==> src/rtl/run_controller.sv <==
// rtl/run_controller.sv - host-side start/halt run initiator for the core
// Pulses core_start, counts RUN cycles until core_halt, and flags a timeout.
module run_controller #(
  parameter int START_CYCLES = 2,
  parameter int COUNT_W      = 16,
  parameter int PROG_W       = 2
) (
  input  logic               clk_i,
  input  logic               reset_i,
  input  logic               go_i,
  input  logic [PROG_W-1:0]  prog_sel_i,
  input  logic [COUNT_W-1:0] timeout_limit_i,
  input  logic               core_halt_i,
  output logic               core_start_o,
  output logic [PROG_W-1:0]  prog_id_o,
  output logic               busy_o,
  output logic               done_o,
  output logic               timed_out_o,
  output logic [COUNT_W-1:0] cycle_count_o
);

  localparam int SC_W = (START_CYCLES > 1) ? $clog2(START_CYCLES) : 1;
  localparam logic [SC_W-1:0] SC_LAST = SC_W'(START_CYCLES - 1);

  typedef enum logic [2:0] {
    S_IDLE,
    S_START,
    S_RUN,
    S_DONE,
    S_TIMEOUT
  } state_e;

  state_e             state_q, state_d;
  logic [SC_W-1:0]    start_cnt_q, start_cnt_d;
  logic [COUNT_W-1:0] limit_q, limit_d;
  logic [COUNT_W-1:0] cycle_count_q, cycle_count_d;
  logic [PROG_W-1:0]  prog_id_q, prog_id_d;
  logic               core_start_q, core_start_d;
  logic               busy_q, busy_d;
  logic               done_q, done_d;
  logic               timed_out_q, timed_out_d;

  // Outputs are computed as next-state values so every port comes straight from a flop.
  always_comb begin
    state_d       = state_q;
    start_cnt_d   = start_cnt_q;
    limit_d       = limit_q;
    cycle_count_d = cycle_count_q;
    prog_id_d     = prog_id_q;
    core_start_d  = core_start_q;
    busy_d        = busy_q;
    done_d        = 1'b0;
    timed_out_d   = timed_out_q;

    case (state_q)
      S_IDLE: begin
        if (go_i) begin
          prog_id_d     = prog_sel_i;
          limit_d       = timeout_limit_i;
          timed_out_d   = 1'b0;
          cycle_count_d = '0;
          start_cnt_d   = '0;
          core_start_d  = 1'b1;
          busy_d        = 1'b1;
          state_d       = S_START;
        end
      end
      S_START: begin
        // core_halt is meaningless while the core is held in start/reset.
        if (start_cnt_q == SC_LAST) begin
          core_start_d = 1'b0;
          state_d      = S_RUN;
        end else begin
          start_cnt_d = start_cnt_q + 1'b1;
        end
      end
      S_RUN: begin
        if (core_halt_i) begin
          done_d  = 1'b1;
          busy_d  = 1'b0;
          state_d = S_DONE;
        end else if ((limit_q != '0) && (cycle_count_q == limit_q)) begin
          timed_out_d = 1'b1;
          busy_d      = 1'b0;
          state_d     = S_TIMEOUT;
        end else if (!(&cycle_count_q)) begin
          cycle_count_d = cycle_count_q + 1'b1;
        end
      end
      S_DONE:    state_d = S_IDLE;
      S_TIMEOUT: state_d = S_IDLE;
      default:   state_d = S_IDLE;
    endcase
  end

  always_ff @(posedge clk_i or posedge reset_i) begin
    if (reset_i) begin
      state_q       <= S_IDLE;
      start_cnt_q   <= '0;
      limit_q       <= '0;
      cycle_count_q <= '0;
      prog_id_q     <= '0;
      core_start_q  <= 1'b0;
      busy_q        <= 1'b0;
      done_q        <= 1'b0;
      timed_out_q   <= 1'b0;
    end else begin
      state_q       <= state_d;
      start_cnt_q   <= start_cnt_d;
      limit_q       <= limit_d;
      cycle_count_q <= cycle_count_d;
      prog_id_q     <= prog_id_d;
      core_start_q  <= core_start_d;
      busy_q        <= busy_d;
      done_q        <= done_d;
      timed_out_q   <= timed_out_d;
    end
  end

  assign core_start_o  = core_start_q;
  assign prog_id_o     = prog_id_q;
  assign busy_o        = busy_q;
  assign done_o        = done_q;
  assign timed_out_o   = timed_out_q;
  assign cycle_count_o = cycle_count_q;

endmodule
==> config.mk <==
export PLATFORM = sky130hd
export DESIGN_NAME = run_controller
export DESIGN_NICKNAME = d
export VERILOG_FILES = /design/src/rtl/run_controller.sv
export SDC_FILE = /design/constraint.sdc
export NUM_CORES = 1
export LEC_CHECK = 0
export CAP_MARGIN = 20
export CORE_ASPECT_RATIO = 1.25
export CORE_MARGIN = 3
export CORE_UTILIZATION = 55
export CTS_CLUSTER_SIZE = 40
export DETAILED_ROUTE_END_ITERATION = 8
export GPL_TIMING_DRIVEN = 0
export PLACE_DENSITY = 0.85
export REMOVE_ABC_BUFFERS = 1
export SLEW_MARGIN = 20
export SYNTH_ARGS = -nofsm -noshare
export SYNTH_HDL_FRONTEND = slang
export SYNTH_SLANG_ARGS = --single-unit
==> constraint.sdc <==
create_clock -name clk_i -period 4.4 [get_ports clk_i]
set_input_delay 0.88 -clock clk_i [delete_from_list [all_inputs] [get_ports clk_i]]
set_output_delay 0.88 -clock clk_i [all_outputs]
set_load 0.01 [all_outputs]
==> results.md <==
- Peak supply drop: 0.374 mV
- M3 GR Usage: 3.39%
- Worst-Margin Slew: 0.610 ns
- Synth Register Bits: 42
- Sink Count: 42
- Vias: 1787
- Clk slew on worst S/H paths: 0.07 ns
- Worst path arrival time: 2.50 ns
- Crit path kind: in2reg
- Register Area: 1050 sq um
- Sw Ratio: 36.0%
- Synth cell types: 43
- First-pass GRT wire length: 8.15 mm
- Cells after Synth: 206
- Finish-stage setup viols: 0
- Site Rows: 25
- Clock Latency Late Sink: 0.29 ns
- Synth area leaders: dfrtp_1 (48%), mux2_2 (9.3%), xor2_1 (6.4%), nand2_1 (3.1%), nor2_1 (2.4%)
- Post-Layout Cell Count: 306
- Most Crowded Layer GR: met2
- Port bufs: 43
- Power per cell area: 514 nW/um^2
- Post-synth EDFFs: 0
- Met2 usage: 37.0%
- Outcome: complete, no violations
- Vias in the first global route: 1738
- Worst R2R Start: cycle_count_o[1]
- R2r endpoint: cycle_count_o[14]
- Synth top area share: 48.1%
- Mapped Area: 2180 sq um
- Routability Congestion: 0.809
- M1 GR Usage: 25.9%
- Footprint of the multi-input gates: 1070 sq um
- Routed Antenna Nets: 0
- Most common flop cell mapped by yosys: dfrtp_1
- Asr flop ratio synth: 100%
- Die Wd: 62.4 microns
- Fin crit period: 2.33 ns
- Crit end category: flip-flop
- Worst-path fanout max: 18
- Lkg Pwr: 1.13 nW
- CP required: 4.58 ns
- P_sw: 0.509 mW
- Net count, final: 274
- DRT Pass-1 Iters: 5
- Worst Setup SP: go_i
- Syn avg cell area: 10.6 sq um
- Drt via density: 5.84
- WL final: 4.71 mm
- Final Hold Fails: 0
- Tcrit/Tclk final: 52.9%
- Clk pwr share: 17.9%
- Ys Warns: 0
- DPL Wire Length: 3.48 mm
- Post-synthesis sequential area ratio: 48.1%
- Setup TNS Final: 0 ns
- # hold bufs at CTS: 0
- Placed Instances: 298
- CTS tree: yes
- Logic pwr share: 36.4%
- # DRC: 0
- Core Box Area: 3820 sq um
- H-tree levels: 2
- Max cap viols: 0
- All-Layer GR Usage: 21.3%
- R2R depth: 7
- Initial antenna violation count: 0
- Clock Path Buffers: 2
- Synth area leader: dfrtp_1
- F_max: 430 MHz
- Critical Path End: cycle_count_o[14]
- Inserted Clock Buffers: 5
- Die area: 4770 sq um
- RSZ-0062 raised after global routing: no
- Post-DR wirelength/cell: 15.4 microns
- Final clock skew: 0.00577 ns
- Max-slew headroom: 59.0%
- Largest net degree at the start of global routing: 35
- # Post-CTS Setup Buffers: 0
- Layout area overhead: 26.2%
- Share of post-route cells with drive strength above 1: 16.3%
- Int Power: 0.906 mW
- R2R setup slack: 2.08 ns
- # fillers: 309
- Grt ovf: 0
- Sequential share of power: 45.7%
- N_diodes: 0
- Chip Height: 76.5 microns
- Hold crit path type: reg2reg
- Max-slew violations: 0
- Detailed Route Iter0 Violations: 141
- Starting density of the core: 57.2%
- I/O pin total: 44
- Startpoint types: input port
- Root buffer cell: clkbuf_8
- Post_cts resized: 0
==> synthesized netlist by cell type, types with 3 or more instances <==
cell type and count:
nand4_1 4, o21ai_0 9, nor2_1 14, buf_6 3, dfrtp_1 42, xor2_1 16
inv_1 5, nor4_1 6, mux2_2 18, and3_1 3, a31oi_1 4, o21ai_1 8
or3_1 3, a21oi_1 6, nor3_1 3, nand3_1 7, nand2_1 18, o31ai_1 6
==> state kept, by name (all words and copies together), names as in the netlist, 2 cells and up <==
name / count
cycle_count_o: 16
state_q: 3
limit_q: 16
prog_id_o: 2
==> power by group through the flow <==
stage / Combinational [mW] / Sequential (mW) / Clock [mW]
2_1_floorplan: 0.344 / 0.629 / 0
3_3_place_gp: 0.493 / 0.644 / 0
3_5_place_dp: 0.518 / 0.652 / 0
4_1_cts: 0.520 / 0.646 / 0.258
5_1_grt: 0.570 / 0.664 / 0.271
6_report: 0.515 / 0.647 / 0.253
==> cells by family (layout without fill, tap and decap cells) <==
kind of cell,Yosys count,count (layout),share of synthesized area [%]
AOI/OAI and AO/OA,44,44,13.7
xor gates and xnor gates,16,16,6.41
adders and majority gates,1,1,0.573
buffers and inverters,12,58,3.21
DFF,42,42,48.1
muxes,19,19,9.74
and+or+nand+nor,72,72,18.2
==> metal layers <==
layer,up-vias,share of wire (%)
met3,7,5.0
met5,-,0
met4,0,2.2
met1,873,41
met2,66,52
li1,841,-
==> layout make-up <==
cell class	instances	share of cell area (%)
multi-input cells	152	38.7
repair buffers	45	16.7
inverters	5	0.681
well taps	54	2.45
clock buffers	7	3.13
clock inverters	1	0.182
flip-flops and latches	42	38.1
==> cells in the final DEF, fill, tap and decap left out, types with 4 or more instances in the layout <==
master,count
a21oi_1,6
a31oi_1,4
inv_1,4
o21ai_0,9
nor2_1,13
dfrtp_1,42
nand3_1,7
mux2_2,18
nor4_1,6
o21ai_1,8
xor2_1,16
nand4_1,4
o31ai_1,6
clkbuf_8,6
nand2_1,18
clkdlybuf4s50_1,43
==> how the worst min path moves through the flow <==
stage          cells past startpoint         end  slack (ns)       start
2_1_floorplan                      1  state_q[0]        0.48  state_q[2]
3_3_place_gp                       1      busy_o        0.49      busy_o
3_5_place_dp                       1      busy_o        0.48      busy_o
4_1_cts                            1      busy_o        0.50      busy_o
5_1_grt                            1      busy_o        0.53      busy_o
6_report                           1      busy_o        0.49      busy_o
==> critical path: stages <==
cell	delay [ns]
clkdlybuf4s50_1	0.44
inv_1	0.08
nor2_1	0.07
nand3b_1	0.23
o221ai_4	0.47
nor3_1	0.12
o22a_1	0.21
==> through the flow <==
stage / worst slack, ns / hold WS, ns / power (mW) / util [%] / area (sq um)
floorplan: 2.10 / 0.480 / 0.973 / - / 2130
global placement: 1.25 / 0.485 / 1.14 / 69.0 / 2630
detailed placement: 1.75 / 0.479 / 1.17 / 69.8 / 2670
CTS: 2.06 / 0.497 / 1.42 / 72.2 / 2760
global route: 1.91 / 0.526 / 1.51 / 72.2 / 2760
finish: 2.07 / 0.494 / 1.42 / 72.2 / 2760
Note: power is estimated with default switching activity, not from simulation.
